`config.mk`:
```
export PLATFORM = sky130hd
export DESIGN_NAME = ocm_noise_streamer
export DESIGN_NICKNAME = d
export VERILOG_FILES = /design/src/rtl/ocm_noise_streamer.sv
export SDC_FILE = /design/constraint.sdc
export NUM_CORES = 1
export LEC_CHECK = 0
export ABC_AREA = 1
export CELL_PAD_IN_SITES_DETAIL_PLACEMENT = 0
export CELL_PAD_IN_SITES_GLOBAL_PLACEMENT = 1
export CORE_ASPECT_RATIO = 0.7
export CORE_MARGIN = 5
export CORE_UTILIZATION = 48
export DETAILED_ROUTE_END_ITERATION = 8
export PLACE_DENSITY_LB_ADDON = 0.2
export SYNTH_ARGS = -nofsm -noshare
export SYNTH_HDL_FRONTEND = slang
export SYNTH_SLANG_ARGS = --single-unit
```
`constraint.sdc`:
```
create_clock -name clk_i -period 8.1 [get_ports clk_i]
set_clock_uncertainty 0.2 [all_clocks]
set_input_delay 0.81 -clock clk_i [delete_from_list [all_inputs] [get_ports clk_i]]
set_output_delay 0.81 -clock clk_i [all_outputs]
set_load 0.01 [all_outputs]
```
`src/rtl/ocm_noise_streamer.sv`:
```
// Read master for the dual-port noise OCM: sweeps a word region cyclically, unpacks each word
// into signed noise samples and streams them over valid/ready behind a small prefetch FIFO.
module ocm_noise_streamer #(
   parameter int ADDR_W     = 14,
   parameter int DATA_W     = 64,
   parameter int SAMPLE_W   = 16,
   parameter int MEM_WORDS  = 8960,
   parameter int FIFO_DEPTH = 4
) (
   input  logic                       clk_i,
   input  logic                       reset_i,
   input  logic                       start_i,
   input  logic                       stop_i,
   input  logic [ADDR_W-1:0]          base_addr_i,
   input  logic [ADDR_W:0]            num_words_i,
   output logic [ADDR_W-1:0]          ocm_address_o,
   output logic                       ocm_chipselect_o,
   output logic                       ocm_write_o,
   output logic [DATA_W/8-1:0]        ocm_byteenable_o,
   input  logic [DATA_W-1:0]          ocm_readdata_i,
   output logic                       noise_valid_o,
   input  logic                       noise_ready_i,
   output logic signed [SAMPLE_W-1:0] noise_sample_o,
   output logic                       busy_o,
   output logic                       cfg_err_o,
   output logic [15:0]                wrap_count_o
);

   localparam int LANES  = DATA_W / SAMPLE_W;
   localparam int LANE_W = (LANES > 1) ? $clog2(LANES) : 1;
   localparam int PTR_W  = $clog2(FIFO_DEPTH);
   localparam int CNT_W  = PTR_W + 1;
   localparam int SUM_W  = ADDR_W + 2;

   typedef enum logic [0:0] {
      ST_IDLE = 1'b0,
      ST_RUN  = 1'b1
   } state_t;

   state_t              state_q, state_d;
   logic [ADDR_W-1:0]   rd_ptr_q, rd_ptr_d;
   logic [ADDR_W-1:0]   base_q, base_d;
   logic [ADDR_W-1:0]   last_q, last_d;
   logic [15:0]         wrap_q, wrap_d;
   logic                inflight_q, inflight_d;
   logic                cfg_err_q, cfg_err_d;
   logic [LANE_W-1:0]   lane_q, lane_d;
   logic [PTR_W-1:0]    wr_idx_q, wr_idx_d;
   logic [PTR_W-1:0]    rd_idx_q, rd_idx_d;
   logic [CNT_W-1:0]    count_q, count_d;
   logic [DATA_W-1:0]   fifo_q [FIFO_DEPTH];

   logic [SUM_W-1:0]    cfg_sum_s;
   logic                cfg_ok_s;
   logic                run_s;
   logic                idle_start_s;
   logic [CNT_W:0]      occ_s;
   logic                issue_s;
   logic                valid_s;
   logic                fire_s;
   logic                last_lane_s;
   logic                pop_s;
   logic                push_s;
   logic [DATA_W-1:0]   head_s;
   logic [SAMPLE_W-1:0] sample_s;

   assign cfg_sum_s    = SUM_W'(base_addr_i) + SUM_W'(num_words_i);
   assign cfg_ok_s     = (num_words_i != '0) && (cfg_sum_s <= SUM_W'(MEM_WORDS));
   assign run_s        = (state_q == ST_RUN);
   // stop beats a coincident start, so a start with stop never even reports a config error
   assign idle_start_s = (state_q == ST_IDLE) && start_i && !stop_i;
   assign occ_s        = (CNT_W+1)'(count_q) + (CNT_W+1)'(inflight_q);
   assign issue_s      = run_s && !stop_i && (occ_s < (CNT_W+1)'(FIFO_DEPTH));
   assign valid_s      = run_s && (count_q != '0);
   assign fire_s       = valid_s && noise_ready_i;
   assign last_lane_s  = (lane_q == LANE_W'(LANES - 1));
   assign pop_s        = fire_s && last_lane_s;
   assign push_s       = run_s && !stop_i && inflight_q;
   assign head_s       = fifo_q[rd_idx_q];

   generate
      if (LANES == 1) begin : g_one_lane
         assign sample_s = head_s[SAMPLE_W-1:0];
      end else begin : g_lanes
         logic [SAMPLE_W-1:0] lanes_s [LANES];
         for (genvar g = 0; g < LANES; g++) begin : g_unpack
            assign lanes_s[g] = head_s[g*SAMPLE_W +: SAMPLE_W];
         end
         assign sample_s = lanes_s[lane_q];
      end
   endgenerate

   assign ocm_address_o    = rd_ptr_q;
   assign ocm_chipselect_o = issue_s;
   assign ocm_write_o      = 1'b0;
   assign ocm_byteenable_o = '1;
   assign noise_valid_o    = valid_s;
   assign noise_sample_o   = valid_s ? sample_s : '0;
   assign busy_o           = run_s;
   assign cfg_err_o        = cfg_err_q;
   assign wrap_count_o     = wrap_q;

   // Next-state logic for the IDLE/RUN controller
   always_comb begin
      state_d = state_q;
      case (state_q)
         ST_IDLE: begin
            if (idle_start_s && cfg_ok_s) begin
               state_d = ST_RUN;
            end else begin
               state_d = ST_IDLE;
            end
         end
         ST_RUN: begin
            if (stop_i) begin
               state_d = ST_IDLE;
            end else begin
               state_d = ST_RUN;
            end
         end
         default: state_d = ST_IDLE;
      endcase
   end

   // Next-state logic for read pointer, wrap counter, FIFO pointers and lane selector
   always_comb begin
      rd_ptr_d   = rd_ptr_q;
      base_d     = base_q;
      last_d     = last_q;
      wrap_d     = wrap_q;
      inflight_d = inflight_q;
      lane_d     = lane_q;
      wr_idx_d   = wr_idx_q;
      rd_idx_d   = rd_idx_q;
      count_d    = count_q;
      cfg_err_d  = idle_start_s && !cfg_ok_s;
      if (idle_start_s && cfg_ok_s) begin
         rd_ptr_d   = base_addr_i;
         base_d     = base_addr_i;
         last_d     = ADDR_W'(cfg_sum_s - SUM_W'(1));
         wrap_d     = 16'd0;
         inflight_d = 1'b0;
         lane_d     = '0;
         wr_idx_d   = '0;
         rd_idx_d   = '0;
         count_d    = '0;
      end else if (run_s && stop_i) begin
         // any word still in flight is dropped by clearing inflight
         inflight_d = 1'b0;
         lane_d     = '0;
         wr_idx_d   = '0;
         rd_idx_d   = '0;
         count_d    = '0;
      end else if (run_s) begin
         inflight_d = issue_s;
         if (issue_s) begin
            if (rd_ptr_q == last_q) begin
               rd_ptr_d = base_q;
               if (wrap_q != 16'hFFFF) begin
                  wrap_d = wrap_q + 16'd1;
               end else begin
                  wrap_d = wrap_q;
               end
            end else begin
               rd_ptr_d = rd_ptr_q + ADDR_W'(1);
            end
         end else begin
            rd_ptr_d = rd_ptr_q;
         end
         if (push_s) begin
            wr_idx_d = wr_idx_q + PTR_W'(1);
         end else begin
            wr_idx_d = wr_idx_q;
         end
         if (pop_s) begin
            rd_idx_d = rd_idx_q + PTR_W'(1);
         end else begin
            rd_idx_d = rd_idx_q;
         end
         count_d = count_q + CNT_W'(push_s) - CNT_W'(pop_s);
         if (fire_s) begin
            lane_d = last_lane_s ? '0 : lane_q + LANE_W'(1);
         end else begin
            lane_d = lane_q;
         end
      end else begin
         inflight_d = 1'b0;
      end
   end

   // Control and pointer registers with synchronous reset
   always_ff @(posedge clk_i) begin
      if (reset_i) begin
         state_q    <= ST_IDLE;
         rd_ptr_q   <= '0;
         base_q     <= '0;
         last_q     <= '0;
         wrap_q     <= 16'd0;
         inflight_q <= 1'b0;
         cfg_err_q  <= 1'b0;
         lane_q     <= '0;
         wr_idx_q   <= '0;
         rd_idx_q   <= '0;
         count_q    <= '0;
      end else begin
         state_q    <= state_d;
         rd_ptr_q   <= rd_ptr_d;
         base_q     <= base_d;
         last_q     <= last_d;
         wrap_q     <= wrap_d;
         inflight_q <= inflight_d;
         cfg_err_q  <= cfg_err_d;
         lane_q     <= lane_d;
         wr_idx_q   <= wr_idx_d;
         rd_idx_q   <= rd_idx_d;
         count_q    <= count_d;
      end
   end

   // Prefetch FIFO storage; contents only matter while count is non-zero
   always_ff @(posedge clk_i) begin
      if (push_s) begin
         fifo_q[wr_idx_q] <= ocm_readdata_i;
      end
   end

endmodule

```
==> metrics.cfg, run 1 <==
[power]
ir_drop_mv = 0.147
power_mw = 3.72
p_leak_nw = 6.64
p_per_area_nw_per_um2 = 204

[finish]
nets = 1769
final_common_cell = nand2_1
layout_common_cells = nand2_1 (265), edfxtp_1 (256), inv_1 (180), o21ai_0 (159), clkdlybuf4s50_1 (147)
syn_to_final_growth_pct = 19.2
diodes = 0
final_util_pct = 58.2
drive_gt1_share_pct = 5.57
stdcell_count = 2090

[critical_path]
critical_path_buf_inv_count = 4
path_delay_family = buffers and inverters
cp-end-kind = output port
start_kind = register
cp_max_fo = 65
required_ns = 7.09
worstPathArrival_ns = 4.10
path_depth = 9
worst_path_max_delay_cell = buf_4
critical-path-max-stage-delay_ns = 0.67
reg2reg_depth = 5
path_cells = buf_4 -> inv_2 -> buf_4 -> o21ai_0 -> o21ai_0 -> nand2_1 -> nand2_1 -> a31oi_1 -> clkdlybuf4s50_1
path_class = register to output port

[drt]
drt-total-wl_um = 38300
drtPass1Iterations = 5
wl_per_cell_um = 18.3
vias_per_cell = 5.31
drt-initial-drc-count = 830
num_vias = 11088
detail-route-antenna-nets = 0
drc_errors = 0

[die]
rows = 54
core-area_um2 = 31300
die-area_um2 = 35500
die_y_um = 159
die_w_um = 223
io-pin-count = 157
start_util_pct = 48.8

[clock_tree]
clock_latency_ns = 0.51
cts_resized = 0
cts_root_buffer = clkbuf_16
cts_sinks = 328
h-tree-depth = 2
cts_buffer_depth = 3
postCtsHoldBufs = 0
clk_pin_slew_ns = 0.06
cts_buffers = 34
cts_tree = built
post_cts_buffers = 0

[logic_synthesis]
synth_top_area_cell = edfxtp_1
synthCells = 1513
avgSynthCellArea_um2 = 10.1
ys_warn_count = 0
synth_area_leaders = edfxtp_1 (50%), dfxtp_1 (9.4%), nand2_1 (6.5%), o21ai_0 (5.2%), inv_1 (4.4%)
synth_cell_types = 41
yosys.area.top_type_share_pct = 50.3
seq_area_frac_synth_pct = 59.8
ys_ff_latch = 328
syn_area_um2 = 15300

[global_route]
grt_pass1_wl_um = 59200
grt_max_degree = 85
grt_pass1_vias = 10293
grt_overflow = 0
gr-usage-all-layers_pct = 20.9
antenna_found_initial = 1

[timing]
period_minus_slack_ns = 5.11
slew-limit-headroom_pct = 24.2
slew_violations = 0
hold_viol_final = 0
setup-tns-final_ns = 0
period_share_pct = 63.0
tightestPinTransition_ns = 1.13
fmax_ghz = 0.196
setup_violations = 0
grt_setup_unrepaired = false

[run_status]
status = finished clean

[placement]
hpwlAfterDp_um = 24900
dp_cells = 2028
place_congestion = 0.934
portBuffers = 147

[min_path]
hold_class = register to register
whs_path_depth = 2

[flow_run]
cap_viol_max_count = 0

-- worst register-to-register path, stage by stage, from the launching register on --
cell and delay [ns]:
dfxtp_1 0.48, inv_1 0.20, nor2_1 0.21, nand2_1 0.37, nor2_4 0.99, buf_4 0.58
-- sequential cells by signal, indices dropped and copies added, names as in the netlist, named ones only --
signal and flops:
cfg_err_o 1, lane_q 2, base_q 14, fifo_q 256, busy_o 1, last_q 14
rd_idx_q 2, inflight_q 1, wrap_count_o 16, wr_idx_q 2, count_q 3, ocm_address_o 14
-- power breakdown --
part           total, mW  switching (mW)  internal [mW]
clock network       1.57           0.641          0.927
registers           1.84          0.0158           1.82
logic              0.314           0.192          0.121
-- Yosys cell counts (all sizes together) --
cell     number
buf          38
mux2i        65
nor4          6
nor3         16
ha           25
o211ai       22
dfxtp        72
nand3        60
conb          2
o2111ai       1
fa            2
o22ai        10
xor2         23
o31ai         1
or2           4
nor2         86
nand3b        4
a21oi        96
clkinv        3
a31oi        18
inv         183
o21a          2
edfxtp      256
nand4        35
o21ai       163
nor3b         3
clkbuf       34
xnor2        12
nand2       271
-- final timing paths --
kind                             to  slack (ns)  startpoint
setup / recovery  noise_sample_o[6]        2.99    register
setup reg to reg      fifo_q[2][22]        4.67      busy_o
hold reg to reg           base_q[1]        0.24   base_q[1]
hold / removal            base_q[1]        0.24   base_q[1]
-- layout make-up --
class	count	area [um^2]
Fill cell	2684	13100
Sequential cell	328	9130
Multi-Input combinational cell	934	5150
Timing Repair Buffer	160	1570
Clock buffer	41	897
Inverter	186	698
Tap cell	420	526
Clock inverter	21	228
-- metal layers --
metal  routed length, um  part of all wire (%)  GRT usage [%]  up-vias
li1                    -                     -              -     5487
met1               19100                    50           33.6     5265
met2               16300                    42           30.1      300
met3                2530                   6.6           3.70       34
met4                 371                  0.97           3.28        2
met5                  20                 0.052              0        -
-- per-stage QoR --
stage          setup slack [ns]  hold WS (ns)  instance area [um^2]
3_5_place_dp               3.05         0.227                 17100
3_3_place_gp               3.15         0.225                 17100
4_1_cts                    2.91         0.242                 18200
2_1_floorplan              3.57         0.211                 15300
5_1_grt                    2.75         0.284                 18200
6_report                   2.99         0.241                 18200
-- kinds of logic after synthesis --
| family | Yosys count | synth area share (%) |
|---|---|---|
| compound gates | 313 | 10.9 |
| xor+xnor | 35 | 2.01 |
| fa+ha+maj | 27 | 2.31 |
| buf+inv | 258 | 6.83 |
| flops | 328 | 59.8 |
| mux | 65 | 4.26 |
| other cells | 2 | 0.0492 |
| simple gates | 485 | 13.8 |
No activity file was read; power rests on OpenSTA's default activity.
==> run 2: changes to the inputs <==
--- a/config.mk
+++ b/config.mk
@@ -10,7 +10,7 @@
 export CELL_PAD_IN_SITES_GLOBAL_PLACEMENT = 1
 export CORE_ASPECT_RATIO = 0.7
 export CORE_MARGIN = 5
-export CORE_UTILIZATION = 48
+export CORE_UTILIZATION = 45
 export DETAILED_ROUTE_END_ITERATION = 8
 export PLACE_DENSITY_LB_ADDON = 0.2
 export SYNTH_ARGS = -nofsm -noshare
==> constraint.sdc (replaced) <==
create_clock -name clk_i -period 5.25 [get_ports clk_i]
set_clock_uncertainty 0.2 [all_clocks]
set_input_delay 0.525 -clock clk_i [delete_from_list [all_inputs] [get_ports clk_i]]
set_output_delay 0.525 -clock clk_i [all_outputs]
set_load 0.01 [all_outputs]
==> metrics.cfg, run 2 (same netlist as run 1, synthesis figures left out) <==
[global_route]
grt_pass1_wl_um = 59400  ; +0.23%
grt_overflow = 0  ; unchanged
gr-usage-all-layers_pct = 20.1  ; -0.85 points
grt_pass1_vias = 10351  ; +0.56%
antenna_found_initial = 0  ; -1
grt_max_degree = 65  ; -24%

[clock_tree]
cts_sinks = 328  ; unchanged
cts_buffer_depth = 3  ; unchanged
cts_root_buffer = clkbuf_16
cts_tree = built
postCtsHoldBufs = 0  ; unchanged
post_cts_buffers = 0  ; unchanged
cts_resized = 0  ; unchanged
clk_pin_slew_ns = 0.06  ; about the same
clock_latency_ns = 0.51  ; about the same
cts_buffers = 35  ; +2.9%
h-tree-depth = 2  ; unchanged

[power]
p_leak_nw = 6.66  ; +0.42%
p_per_area_nw_per_um2 = 311  ; +52%
ir_drop_mv = 0.198  ; +35%

[die]
rows = 56  ; +3.7%
die_y_um = 164  ; +3.1%
die_w_um = 230  ; +3.1%
core-area_um2 = 33500  ; +7.1%
io-pin-count = 157  ; unchanged
die-area_um2 = 37800  ; +6.3%
start_util_pct = 45.6  ; -3.2 points

[critical_path]
reg2reg_slack_ns = 1.92  ; -2.75 ns
r2r-start = count_q[2]
cp_common_cell = nand2_1
cp_max_fo = 25  ; -62%
critical-path-max-stage-delay_ns = 0.59  ; -0.08 ns
cp-startpoint = base_addr_i[0]
critical_path_buf_inv_count = 3  ; -1
path_class = input pin to register
cp-end-kind = register
required_ns = 5.45  ; -1.64 ns
reg2reg_depth = 13  ; +8
path_depth = 20  ; +11
r2r-end = count_q[2]
path_cells = clkdlybuf4s50_1 -> ha_1 -> fa_1 -> nand3_1 -> nand2_1 -> nand2_1 -> nand2_1 -> nand2_1 -> nand2_1 -> nand2_1 -> nand2_1 -> nand2_1 -> nand2_1 -> nor2_1 -> nand3_2 -> buf_4 -> nand2_1 -> inv_1 -> nor2_1 -> nor2_1
crit_end = ocm_address_o[5]
worstPathArrival_ns = 4.42  ; +0.32 ns
worst_path_max_delay_cell = nand3_2
path_delay_family = simple AND/OR/NAND/NOR gates
start_kind = input pin

[drt]
drtPass1Iterations = 5  ; unchanged
wl_per_cell_um = 18.2  ; -0.59%
detail-route-antenna-nets = 0  ; unchanged
drt-initial-drc-count = 923  ; +11%
drt-total-wl_um = 38600  ; +0.59%
vias_per_cell = 5.17  ; -2.6%
num_vias = 10928  ; -1.4%
drc_errors = 0  ; unchanged

[timing]
period_minus_slack_ns = 4.22
setup_violations = 0  ; unchanged
setup_ws_ns = 1.03  ; -1.97 ns
slew-limit-headroom_pct = 34.8  ; +11 points
tightestPinTransition_ns = 0.979  ; -0.156 ns
grt_setup_unrepaired = false
setup-tns-final_ns = 0  ; unchanged
hold_viol_final = 0  ; unchanged
slew_violations = 0  ; unchanged
period_share_pct = 80.4
fmax_ghz = 0.237

[finish]
multi_input_area_um2 = 5150  ; unchanged
final_cell_area_um2 = 18300  ; +0.31%
regArea_um2 = 9130  ; unchanged
drive_gt1_share_pct = 5.72  ; +0.15 points
syn_to_final_growth_pct = 19.6
layout_common_cells = nand2_1 (265), edfxtp_1 (256), inv_1 (180), o21ai_0 (159), clkdlybuf4s50_1 (147)
max_flop_register = fifo_q
largest_register_ff_count = 256  ; unchanged
nets = 1779  ; +0.57%
fillers = 2929  ; +9.1%
final_common_cell = nand2_1

[run_status]
status = finished clean

[placement]
place_ws_ns = 0.527  ; -2.52 ns
hpwlAfterDp_um = 25900  ; +3.9%
portBuffers = 147  ; unchanged
postPlaceCellArea_um2 = 17200  ; +0.51%
place_congestion = 0.882  ; -5.6%

[min_path]
hold_class = register to register

[flow_run]
cap_viol_max_count = 0  ; unchanged

## run 2: cell types whose count changed in the layout (fill, tap and decap cells not counted)
cell	change
inv_2	-1
clkinv_2	-3
diode_2	+1
inv_8	-1
clkbuf_1	+4
clkinv_1	+2
buf_4	+9
bufinv_16	-3
clkbuf_16	+3
inv_4	+1
inv_6	-1
clkinvlp_4	-1
## run 2: cell type report
type                       instances  share of cell area, %
sequential                       328                   50.0
timing repair buffer             169                   8.96
clock buffer                      48                   5.41
antenna                            1                 0.0137
inverter                         186                   3.82
multi-input combinational        934                   28.2
clock inverter                    14                  0.576
tap                              435                   2.98
## run 2: where the power goes
part	switching [mW]	total, mW	internal (mW)
Clock	0.981	2.35	1.37
Sequential	0.0242	2.84	2.81
Combinational	0.299	0.491	0.193
## run 2: worst min path at each step
stage | endpoint | startpoint | slack, ns | cells after the start
final | base_q[1] | base_q[1] | 0.25 | 2
after global routing | base_q[3] | base_q[3] | 0.26 | 2
after CTS | base_q[3] | base_q[3] | 0.25 | 2
after detailed placement | base_q[1] | base_q[1] | 0.23 | 2
after global placement | base_q[1] | base_q[1] | 0.23 | 2
after floorplan | base_q[1] | base_q[1] | 0.21 | 2
## run 2: routing by layer
layer  GRT usage, %  share of wire [%]  up-vias
met2           29.1                 42      268
met4           4.13                1.3        0
met5              0                  0        -
met1           31.6                 51     5126
li1               -                  -     5499
met3           3.59                5.6       35
## run 2: worst reg2reg max path, delay by kind of cell (launching register included)
kind | cells | cell delay (ns)
simple gates | 4 | 0.57
buf+inv | 3 | 0.68
xor+xnor | 1 | 0.16
fa+ha+maj | 3 | 0.81
flops | 1 | 0.34
compound gates | 2 | 0.44
## run 2: stage by stage
stage | instances | power, mW | hold WS [ns] | utilization [%]
finish | 2115 | 5.68 | 0.246 | 54.5
global placement | 2052 | 3.38 | 0.228 | 51.3
floorplan | 1520 | 3.17 | 0.211 | -
global route | 2114 | 5.92 | 0.262 | 54.5
CTS | 2114 | 5.74 | 0.250 | 54.5
detailed placement | 2052 | 3.38 | 0.234 | 51.3
==> RTL edit, RTL diff (flow settings as in run 2) <==
`ADDR_W`: 14 -> 15.
--- a/src/rtl/ocm_noise_streamer.sv
+++ b/src/rtl/ocm_noise_streamer.sv
@@ -1,7 +1,7 @@
 // Read master for the dual-port noise OCM: sweeps a word region cyclically, unpacks each word
 // into signed noise samples and streams them over valid/ready behind a small prefetch FIFO.
 module ocm_noise_streamer #(
-   parameter int ADDR_W     = 14,
+   parameter int ADDR_W     = 15,
    parameter int DATA_W     = 64,
    parameter int SAMPLE_W   = 16,
    parameter int MEM_WORDS  = 8960,
Interface: changed (resized base_addr_i, num_words_i and ocm_address_o); port bits go from 157 to 160. No check against the original RTL was run, so the function may have changed too.
==> RTL edit against run 2 <==
Fmax up 2.9%; design area grew 1.7%; sequential cell count rose by 3; count of clock-buffer cells in the layout is 5 lower; combinational power down 2%; wire length is 2.6% higher; total power barely moved; synthesized area increased by 2.0%; setup slack better by 0.12 ns; largest cell class unchanged; largest power group unchanged.
==> RTL edit: results (changes against run 2) <==
status=complete, no violations; reg2reg start=busy_o; leakage power=0.00668 uW (+0.18%); 1st-iter DRT viols=800 (-13%); worst hold margin=0.247 ns (+0.000450 ns); Crit path largest cell delay=0.81 ns (+0.22 ns); hpwl dp=26500 um (+2.2%); Slew headroom=0.311 (-0.0368); Arr. time, crit path=3.38 ns (-1.04 ns); Inserted Clock Buffers=34 (-2.9%); sequential area share after synthesis=0.590 (-0.00801); peak supply drop=0.247 mV (+25%); Max FO, Critical Path=62 (+150%); library cells used by synthesis=48 (+17%); CP delay by family, top=buffers and inverters; R2R setup slack=1.75 ns (-0.17 ns); Critical Path Sink=noise_sample_o[11]; Final Net Count=1796 (+0.96%); # fillers=3012 (+2.8%); vias in the first global route=10539 (+1.8%); top post-synthesis cells by count=280 x nand2_1, 256 x edfxtp_1, 155 x inv_1, 146 x o21ai_0, 95 x a21oi_1; initial antenna violation count=1 (+1); top post-synthesis cells by area=edfxtp_1 49%, dfxtp_1 9.6%, nand2_1 6.7%; kind of critical path=flop to output port; crit end category=output port; Via density=5.15 (-0.31%); IO buf count=150 (+2.0%); Ant. Diodes=0 (-1); reg2reg end=ocm_address_o[9]; GPL Wtd Cong=0.834 (-5.5%); share of cells above drive strength 1=0.0673 (+0.0102); Place WS=1.25 ns (+0.727 ns); FF-to-FF path depth=9 (-4); per-cell routed wire length=18.3 um (+0.24%); first-pass GRT wire length=61400 um (+3.4%)
[RTL edit: routing by layer]
| metal | share of wire | global-route usage |
|---|---|---|
| met5 | 0.00051 | 0 |
| met4 | 0.015 | 0.0395 |
| met3 | 0.056 | 0.0366 |
| met2 | 0.42 | 0.284 |
| met1 | 0.51 | 0.325 |
[RTL edit: cell families (layout without fill, tap and decap cells)]
group,after synthesis,after routing,share of synthesized area
AOI/OAI and AO/OA,303,303,0.106
adders and majority gates,28,28,0.0235
xor gates and xnor gates,43,43,0.0251
other,2,9,0.000482
buffers and inverters,241,392,0.0644
muxes,65,65,0.0418
and+or+nand+nor,522,522,0.149
DFF,331,331,0.590
[RTL edit: worst reg2reg max path: stages (launching register included)]
cell and delay (ns):
dfxtp_1 0.56, inv_1 0.19, nor2_1 0.17, inv_1 0.08, nor2_1 0.09, and3_1 0.52, clkinv_1 0.60, nor2_1 0.70
o211ai_1 0.20, nand3_1 0.12
[RTL edit: stage by stage]
step / util / area [um^2] / cells
after global placement: 0.508 / 17500 / 2104
after floorplan: - / 15600 / 1542
final: 0.539 / 18600 / 2165
after CTS: 0.539 / 18600 / 2165
after global routing: 0.539 / 18600 / 2165
after detailed placement: 0.508 / 17500 / 2104
[RTL edit: area by class of cell]
type                       instances  area share
sequential                       331       0.495
inverter                         165      0.0334
timing repair buffer             166      0.0887
clock inverter                    18     0.00876
tap                              472      0.0318
multi-input combinational        970       0.293
clock buffer                      43      0.0493
[RTL edit: power by group]
group	switching (uW)	leakage (uW)	internal, uW
Clock	967	0.000524	1380
Combinational	304	0.00325	179
Sequential	17.3	0.00291	2830
